==> config.mk <==
export PLATFORM = sky130hd
export DESIGN_NAME = memory_access_sequencer
export DESIGN_NICKNAME = d
export VERILOG_FILES = /design/src/rtl/memory_access_sequencer.sv
export SDC_FILE = /design/constraint.sdc
export NUM_CORES = 1
export LEC_CHECK = 0
export ABC_AREA = 1
export CAP_MARGIN = 40
export CORE_MARGIN = 2
export CORE_UTILIZATION = 38
export CTS_CLUSTER_SIZE = 10
export DETAILED_ROUTE_END_ITERATION = 16
export PLACE_DENSITY = 0.76
export SLEW_MARGIN = 20
export SYNTH_ARGS = -nofsm -noshare
export SYNTH_HDL_FRONTEND = slang
export SYNTH_SLANG_ARGS = --single-unit
==> constraint.sdc <==
create_clock -name clock -period 1.2 [get_ports clock]
set_clock_uncertainty 0.05 [all_clocks]
set_input_delay 0.36 -clock clock [delete_from_list [all_inputs] [get_ports clock]]
set_output_delay 0.36 -clock clock [all_outputs]
set_load 0.03 [all_outputs]
==> src/rtl/memory_access_sequencer.sv <==
// memory_access_sequencer
//   Takes one load or store request at a time from the core and sequences the
//   memory controller through NOP/LOAD/STORE_PRELOAD/STORE. Sub-word stores
//   first preload the target word (read-modify-write). A word store needs only
//   one preload cycle. An illegal width code or an unaligned address moves the
//   block into a sticky ERROR state.
//
//   Ports
//     clock, reset           single clock; asynchronous active-high reset
//     req_valid/req_ready    request handshake; accepted only in IDLE
//     req_is_store           1 = store, 0 = load (sampled on acceptance)
//     req_funct3             width code (sampled on acceptance)
//     memoryUnalignedAccess  unaligned flag from the controller (combinational)
//     memoryMode             command to the memory controller
//     funct3                 latched width code, driven to the controller
//     done, load_valid       completion pulse; load_valid marks a load
//     busy, error            activity and sticky fault flags

package mas_pkg;
  typedef enum logic [1:0] {
    MM_NOP           = 2'd0,
    MM_LOAD          = 2'd1,
    MM_STORE_PRELOAD = 2'd2,
    MM_STORE         = 2'd3
  } MemoryMode_t;
endpackage

module memory_access_sequencer
  import mas_pkg::*;
#(
  parameter int READ_LATENCY = 1
) (
  input  logic        clock,
  input  logic        reset,
  input  logic        req_valid,
  input  logic        req_is_store,
  input  logic [2:0]  req_funct3,
  input  logic        memoryUnalignedAccess,
  output logic        req_ready,
  output MemoryMode_t memoryMode,
  output logic [2:0]  funct3,
  output logic        done,
  output logic        load_valid,
  output logic        busy,
  output logic        error
);

  localparam int CW = $clog2(READ_LATENCY + 1);
  localparam logic [CW-1:0] LAST = CW'(READ_LATENCY - 1);
  localparam logic [CW-1:0] CMAX = CW'(READ_LATENCY);

  typedef enum logic [2:0] {
    S_IDLE, S_LOAD, S_PRELOAD, S_STORE, S_DONE, S_ERROR
  } state_t;

  state_t        state, state_d;
  logic          store_q;
  logic [2:0]    funct3_q;
  logic [CW-1:0] cnt;
  logic          legal;
  logic          first;

  // Loads: byte/half/word signed and byte/half unsigned. Stores: byte/half/word.
  always_comb begin
    legal = 1'b0;
    if (req_is_store) legal = (req_funct3 inside {3'b000, 3'b001, 3'b010});
    else              legal = !(req_funct3 inside {3'b011, 3'b110, 3'b111});
  end

  // The counter is cleared on every state change, so zero marks the first
  // cycle of LOAD/PRELOAD. This is the only cycle in which the unaligned flag
  // is examined.
  assign first = (cnt == '0);

  always_comb begin
    state_d = state;
    case (state)
      S_IDLE: begin
        if (req_valid) begin
          if (!legal)            state_d = S_ERROR;
          else if (req_is_store) state_d = S_PRELOAD;
          else                   state_d = S_LOAD;
        end
      end
      S_LOAD: begin
        if (first && memoryUnalignedAccess) state_d = S_ERROR;
        else if (cnt == LAST)               state_d = S_DONE;
      end
      S_PRELOAD: begin
        // A full-word store overwrites the whole word, so the preload data is
        // not needed. One preload cycle is enough to capture the unaligned flag.
        if (first && memoryUnalignedAccess)           state_d = S_ERROR;
        else if (funct3_q == 3'b010 || cnt == LAST)   state_d = S_STORE;
      end
      S_STORE: state_d = S_DONE;
      S_DONE:  state_d = S_IDLE;
      S_ERROR: state_d = S_ERROR;
      default: state_d = S_ERROR;
    endcase
  end

  always_ff @(posedge clock or posedge reset) begin
    if (reset) state <= S_IDLE;
    else       state <= state_d;
  end

  always_ff @(posedge clock or posedge reset) begin
    if (reset) begin
      store_q  <= 1'b0;
      funct3_q <= 3'b000;
    end else if (state == S_IDLE && req_valid) begin
      store_q  <= req_is_store;
      funct3_q <= req_funct3;
    end
  end

  // Counts LOAD/PRELOAD cycles. It saturates instead of wrapping, although
  // the state exits before the counter reaches its maximum.
  always_ff @(posedge clock or posedge reset) begin
    if (reset)
      cnt <= '0;
    else if (state_d != state)
      cnt <= '0;
    else if ((state == S_LOAD || state == S_PRELOAD) && cnt != CMAX)
      cnt <= cnt + 1'b1;
  end

  always_comb begin
    memoryMode = MM_NOP;
    case (state)
      S_LOAD:    memoryMode = MM_LOAD;
      S_PRELOAD: memoryMode = MM_STORE_PRELOAD;
      S_STORE:   memoryMode = MM_STORE;
      default:   memoryMode = MM_NOP;
    endcase
  end

  assign req_ready  = (state == S_IDLE);
  assign done       = (state == S_DONE);
  assign load_valid = (state == S_DONE) && !store_q;
  assign busy       = !(state == S_IDLE || state == S_ERROR);
  assign error      = (state == S_ERROR);
  assign funct3     = funct3_q;

endmodule

Word level (Yosys, flattened, before mapping):

Cells that the tools add are included.
Widths: inputs -> output; s select.

* add/subtract/negate cells: 1
* equality and inequality tests: 12
* mux-type cells: 12
* bitwise gates (word level): 1
* reductions and logical operators: 15

Operators with widths (count)
* $mux 3: 6
* $eq 3x2->1 const B: 5
* $pmux 3 s5: 1
* $eq 3x3->1 const B: 4
* $eq 3x1->1 const B: 2
* $logic_not 3->1: 2
* $pmux 2 s3: 1
* $reduce_bool 3->1: 2
* $logic_and 1x1->1: 4
* $logic_not 1->1: 3
* $logic_or 1x1->1: 3
* $mux 1: 3
* $ne 3x3->1: 1
* $mux 2: 1
* $reduce_bool 2->1: 1
* $add 1x1->1 const B: 1
* $not 1->1: 1

* flip-flop bits (word level): 8
* input bits: 8
* output and inout port bits: 10

Longest topological paths before layout:

Gate-level depths: netlist (run 1).

* word-level depth: 9
* mapped depth: 8

Least setup slack after synthesis (run 1):

Ideal clock, no wire load.

* path type: reg-to-output
* from: reg state[0]
* to: out load_valid
* data arrival time: 1584 ps
* required time: 790 ps
* path slack: -794 ps
* cell stages (with the launch flop): 6
* buffers on the path: 0
* path through: dfrtp_1 -> nor2_2 -> inv_1 -> nor2_1 -> inv_1 -> nor2_1

* word-level cells in the longest chain between the ends: 2

Ends and longest elaborated chain
* start: declaration: line 56 `state_t state, state_d;`
* start signal: assignment: line 104 `else state <= state_d;`
* $eq 3x3->1
* named net done: line 42 `output logic done,`
* $logic_and 1x1->1: line 140 `assign load_valid = (state == S_DONE) && !store_q;`
* end: declaration: line 43 `output logic load_valid,`

The timed path passes the listed nets, and every way through them passes these cells.

Worst setup path in the final report (run 1):

* from: reg state[0]
* to: out load_valid

* word-level cells in the longest chain between the ends: 2

Ends and longest elaborated chain (line)
* $eq 3x3->1: 140
* $logic_and 1x1->1: 140

Every way passes these cells.

==> metrics.md, run 1 <==
| Metric | Value |
|---|---|
| Mux share of post-synthesis cell area | `0%` |
| Compound-Gate Fraction of Synth Area | `8.39%` |
| Syn nets | `85` |
| CTS tree | `yes` |
| Vias | `683` |
| #FFs+latches synth | `8` |
| Final WL | `1790 um` |
| Critical Path Slowest Stage Cell | `dfrtp_1` |
| Synth cell types | `16` |
| Nets | `134` |
| CP required | `0.79 ns` |
| Critical path capture point type | `primary output` |
| Post-synthesis simple-gate area fraction | `44.5%` |
| Die X | `41.6 um` |
| Max Slew Vio Count | `0` |
| Kind of start point of the critical path | `register` |
| Sequential area share after synthesis | `37.3%` |
| Antenna-violating nets left | `0` |
| Layout area overhead | `103%` |
| Clock buffer depth | `2` |
| Setup WS post-layout | `-0.495 ns` |
| Worst skew pair latency | `0.25 ns` |
| Congestion Overflow GR | `0` |
| Vias in the first global route | `596` |
| Critical path type | `register to primary output` |
| Adder-cell area share of the yosys netlist | `0%` |
| Hold Vio Cnt, Final | `0` |
| # DRC | `0` |
| Synthesized area per cell | `6.97 um^2` |
| Die area | `1730 um^2` |
| Initial antenna violation count | `0` |
| Yosys warns | `0` |
| H-tree depth | `1` |
| Worst-path maximum fanout | `3` |
| Multi-input gate area | `364 um^2` |
| Initial Util | `40.7%` |
| Crit-path cells | `nor2_4 > inv_2 > nor2_4 > inv_2 > nor2_4 > buf_6` |
| TritonCTS Buffers | `3` |
| Die height | `41.6 um` |
| DP Wirelength | `1150 um` |
| Status | `finished, violations left` |
| Register Area | `201 um^2` |
| Total core area | `1320 um^2` |
| Cells after synthesis | `77` |
| Total Routing Usage GR | `19.2%` |
| 1st-iter DRT viols | `15` |
| Failing checks | `setup timing` |
| Antenna cells | `0` |
| Worst Max-Slew Pin Slew | `0.300 ns` |
| Number of fill cells | `73` |
| Most common cell after layout, fill and taps aside | `buf_4` |
| RePlAce Congestion | `0.847` |
| Routed vias/inst | `4.91` |
| Crit path buffers/inverters | `3` |
| Min Hold Slack | `0.324 ns` |
| Largest net degree at the start of global routing | `9` |
| F_max | `590 MHz` |
| Clock sinks | `8` |
| Proportion of layout cells with a drive suffix above 1 | `53.2%` |
| XOR/XNOR Fraction of Synth Area | `0%` |
| PwrDens | `528 nW/um^2` |
| Tmin final | `1.69 ns` |
| Max-cap violations | `0` |
| First-pass GRT wire length | `2550 um` |
| Reg clk slew, reported paths | `0.05 ns` |
| Worst IR Drop VDD | `0.741 mV` |
| Cell Area, Synth | `537 um^2` |
| Worst hold path type | `input pin to async pin` |
| Slew HR | `80.0%` |
| Detailed Routing Iterations Pass 1 | `4` |
| Combinational family with the most area after synthesis | `simple AND/OR/NAND/NOR gates` |
| Commonest cells after routing, fill and taps aside | `buf_4 (22), nand2_1 (19), buf_6 (13), inv_1 (8)` |
| Hold_buf cts | `0` |
| Unrepaired setup endpoints after global routing | `true` |
| Critical path's most frequent cell | `nor2_4` |
| Cell row count | `13` |
| I/O Buffers | `17` |
| Static leakage | `0.557 nW` |
| Post-route cell area | `1090 um^2` |
| # setup viols final | `17` |
| Cell family with most CP delay | `flip-flops` |
| Clk root buf | `clkbuf_4` |
| Total power | `0.574 mW` |
| Crit path DAT | `1.28 ns` |
| Final Cycle Share | `141%` |
| CP max stage delay | `0.42 ns` |
| DP Area | `887 um^2` |
| WL/cell | `12.8 um` |
| Ports | `18` |
==> routing by layer <==
metal / routed length, um / vias up / global-route usage (%) / part of all wire, %
li1: - / 335 / - / -
met1: 788 / 327 / 22.4 / 44
met2: 935 / 19 / 33.4 / 52
met3: 44 / 2 / 5.65 / 2.5
met4: 18 / 0 / 5.81 / 1.0
met5: 0 / - / 0 / 0
==> sequential cells by signal (all words and copies together) (netlist names) <==
name and flops:
cnt 1, funct3 3, state 3, store_q 1
==> cell families after synthesis <==
group	count (synthesis)
compound gates	6
buf+inv	14
flops	8
simple gates	49
==> synth_stat cells <==
cell / n / area share, %
nand3_2: 2 / 3.7
nand4_1: 1 / 1.2
o21ai_0: 3 / 2.8
or2_1: 1 / 1.2
dfrtp_1: 8 / 37
nand2_2: 3 / 3.5
nor2_1: 12 / 8.4
o21ai_1: 1 / 0.93
inv_1: 14 / 9.8
a21oi_4: 1 / 3.0
nor2_2: 1 / 1.2
nor2_8: 1 / 3.7
nand3b_1: 1 / 1.4
nand2_1: 21 / 15
nand3_1: 6 / 5.6
o21ai_2: 1 / 1.6
==> cell type report <==
cell class,count,share of cell area [%]
timing repair buffer,44,38.8
multi-input combinational,55,33.5
sequential,8,18.5
inverter,14,5.41
clock buffer,3,2.07
tap,15,1.73
==> worst reg2reg max path: stages, from the launching register on <==
cell     delay (ns)
dfrtp_1        0.42
nor2_4         0.18
nand2_4        0.09
buf_12         0.14
nor2_8         0.11
nand2_2        0.09
nand3_2        0.08
nand2_1        0.05
nand3_1        0.09
nor2_1         0.05
==> worst paths after layout <==
| kind | to | slack, ns | depth (start not counted) | startpoint |
|---|---|---|---|---|
| max | load_valid | -0.49 | 6 | state[0] |
| min | store_q | 0.32 | 2 | reset |
| max reg2reg | cnt | -0.26 | 9 | state[0] |
| min reg2reg | funct3[1] | 0.49 | 2 | funct3[1] |
| max in group asynchronous | state[1] | 0.52 | 2 | reset |
| min in group clock | funct3[1] | 0.49 | 2 | funct3[1] |
==> through the flow <==
step	setup slack, ns	instances	util, %	setup TNS [ns]
4_1_cts	-0.430	132	73.4	-3.33
3_5_place_dp	-0.399	127	67.3	-3.54
6_report	-0.495	139	82.5	-4.16
5_1_grt	-0.553	139	82.5	-5.30
3_3_place_gp	-0.389	127	67.3	-3.28
2_1_floorplan	-0.298	77	-	-0.942
==> what timing repair did <==
| action | 4_1_cts | 5_1_grt |
|---|---|---|
| resized for setup | 13 | 14 |
| endpoints found under the setup margin | 18 | 18 |
| pin swaps | 2 | 3 |
| setup buffers | 3 | 7 |
==> report_power, final <==
group | internal [mW] | total (mW) | leakage, nW | switching, mW
Clock | 0.114 | 0.199 | 0.0138 | 0.0850
Sequential | 0.277 | 0.285 | 0.0934 | 0.00750
Combinational | 0.0461 | 0.0903 | 0.450 | 0.0441
No activity file was read; power rests on OpenSTA's default activity.
==> run 2, diff against run 1 <==
- CAP_MARGIN: 40 -> unset
- CORE_AREA: unset -> 2 2 39 41
- CORE_MARGIN: 2 -> unset
- CORE_UTILIZATION: 38 -> unset
- DIE_AREA: unset -> 0 0 41 43
- PLACE_DENSITY: 0.76 -> 0.77
- clock period: 1.2 -> 2 ns (I/O delays scaled with it)
==> metrics.md, run 2 (synthesized netlist as in run 1, its figures left out) <==
| Metric | Value |
|---|---|
| Critical path capture point type | `primary output` |
| Hold Vio Cnt, Final | `0 (unchanged)` |
| Number of fill cells | `139 (+90%)` |
| Layout area overhead | `45.2%` |
| Comb power frac | `13.5% (-2.2 points)` |
| DP Wirelength | `959 um (-16%)` |
| Total negative slack | `0 ns (+4.16 ns)` |
| CP max stage delay | `0.69 ns (+0.27 ns)` |
| Die height | `43 um (+3.4%)` |
| Congestion Overflow GR | `0 (unchanged)` |
| Switching share of power | `24.2% (+0.41 points)` |
| RePlAce Congestion | `0.735 (-13%)` |
| Die area | `1760 um^2 (+1.9%)` |
| Worst skew pair latency | `0.25 ns (about the same)` |
| Unrepaired setup endpoints after global routing | `false` |
| Int Power | `0.257 mW (-41%)` |
| I/O Buffers | `17 (unchanged)` |
| Initial antenna violation count | `0 (unchanged)` |
| Proportion of layout cells with a drive suffix above 1 | `28.7% (-25 points)` |
| Critical Path Slowest Stage Cell | `clkdlybuf4s50_1` |
| H-tree depth | `1 (unchanged)` |
| Initial Util | `38.8% (-2.0 points)` |
| Flop pwr share | `50.0% (+0.4 points)` |
| Reg clk slew, reported paths | `0.06 ns (about the same)` |
| Worst hold path type | `register to register` |
| Max Slew Vio Count | `0 (unchanged)` |
| TritonCTS Buffers | `3 (unchanged)` |
| Final WL | `1220 um (-32%)` |
| # setup viols final | `0 (-17)` |
| Static leakage | `0.414 nW (-26%)` |
| # DRC | `0 (unchanged)` |
| Slew HR | `78.4% (-1.6 points)` |
| 1st-iter DRT viols | `12 (-3)` |
| Net switching power | `0.0821 mW (-40%)` |
| Clk root buf | `clkbuf_4` |
| Ports | `18 (unchanged)` |
| Nets | `111 (-17%)` |
| Crit-path cells | `clkdlybuf4s50_1` |
| Largest net degree at the start of global routing | `9 (unchanged)` |
| Kind of start point of the critical path | `register` |
| Min Hold Slack | `0.447 ns (+0.123 ns)` |
| Status | `completed` |
| Worst-path maximum fanout | `3 (unchanged)` |
| First-pass GRT wire length | `1900 um (-25%)` |
| Cell row count | `14 (+1)` |
| Antenna-violating nets left | `0 (unchanged)` |
| Worst IR Drop VDD | `0.286 mV (-61%)` |
| WL/cell | `10.4 um (-19%)` |
| Routed vias/inst | `4.74 (-3.5%)` |
| CTS tree | `yes` |
| Vias | `555 (-19%)` |
| Critical path type | `register to primary output` |
| Clock sinks | `8 (unchanged)` |
| Crit path buffers/inverters | `1 (-2)` |
| PwrDens | `435 nW/um^2 (-18%)` |
| Total Routing Usage GR | `16.2% (-3.0 points)` |
| Vias in the first global route | `479 (-20%)` |
| Antenna cells | `0 (unchanged)` |
| Detailed Routing Iterations Pass 1 | `4 (unchanged)` |
| Clock buffer depth | `2 (unchanged)` |
| Tmin final | `1.96 ns` |
| Final Cycle Share | `98.0%` |
| Max-cap violations | `0 (unchanged)` |
| Crit path DAT | `1.31 ns (+0.03 ns)` |
| Most common cell after layout, fill and taps aside | `nand2_1` |
| Die X | `41 um (-1.4%)` |
| Worst Max-Slew Pin Slew | `0.324 ns (+0.0238 ns)` |
| Cell family with most CP delay | `buffers and inverters` |
| CP required | `1.35 ns (+0.56 ns)` |
| F_max | `510 MHz` |
| Power share of the clock group | `36.5% (+1.9 points)` |
| Commonest cells after routing, fill and taps aside | `nand2_1 (21), inv_1 (11), nor2_1 (10), clkdlybuf4s50_1 (10), buf_4 (9)` |
| Total core area | `1380 um^2 (+5.0%)` |
-- run 2: metal layers --
layer  vias to the layer above  global-route usage, %  wire (um)
met5                         -                      0          0
met4                         0                   8.00          8
met1                       252                   20.2        541
met2                        16                   25.0        608
li1                        285                      -          -
met3                         2                   3.66         60
-- run 2: path summary, 6_finish.rpt --
check / start / endpoint / slack (ns) / cells after the start
setup / recovery: funct3[1] / funct3[1] / 0.04 / 1
hold / removal: store_q / store_q / 0.45 / 2
setup reg to reg: state[1] / cnt / 0.66 / 8
hold reg to reg: store_q / store_q / 0.45 / 2
max in group asynchronous: reset / state[0] / 1.08 / 2
min in group asynchronous: reset / cnt / 0.55 / 2
-- run 2: metrics by stage --
stage / instances / power, mW / cell area, um^2 / worst slack [ns] / utilization (%)
3_3_place_gp: 111 / 0.218 / 724 / 0.141 / 52.4
5_1_grt: 117 / 0.357 / 779 / 0.0000677 / 56.3
2_1_floorplan: 77 / 0.193 / 542 / 0.0486 / -
4_1_cts: 114 / 0.343 / 756 / 0.00773 / 54.6
3_5_place_dp: 111 / 0.219 / 724 / 0.127 / 52.4
6_report: 117 / 0.339 / 779 / 0.0394 / 56.3
-- run 2: power groups by stage --
stage | logic (mW) | registers [mW] | clock network, mW
floorplan | 0.0145 | 0.179 | 0
global placement | 0.0458 | 0.172 | 0
detailed placement | 0.0463 | 0.172 | 0
CTS | 0.0465 | 0.169 | 0.127
global route | 0.0501 | 0.170 | 0.137
finish | 0.0460 | 0.170 | 0.124
-- run 2: cell type report --
class                      instances  area, um^2  share of cell area (%)
sequential                         8         203                    26.0
inverter                          14        52.6                    6.74
clock buffer                       3        22.5                    2.89
timing repair buffer              21         188                    24.1
multi-input combinational         55         294                    37.7
tap                               16        20.0                    2.57
-- run 2: tightest hold or removal path: stages, from the launching register on --
cell,delay [ns]
dfrtp_1,0.36
nand2_1,0.06
nand2_1,0.05
-- run 2: what timing repair did --
item                                    in CTS  in global routing
pin swaps                                    3                  3
setup buffers                                1                  3
hold buffers                                 0                  0
cloned                                       0                  0
endpoints found under the setup margin       2                  4
gates resized for setup                      5                  3
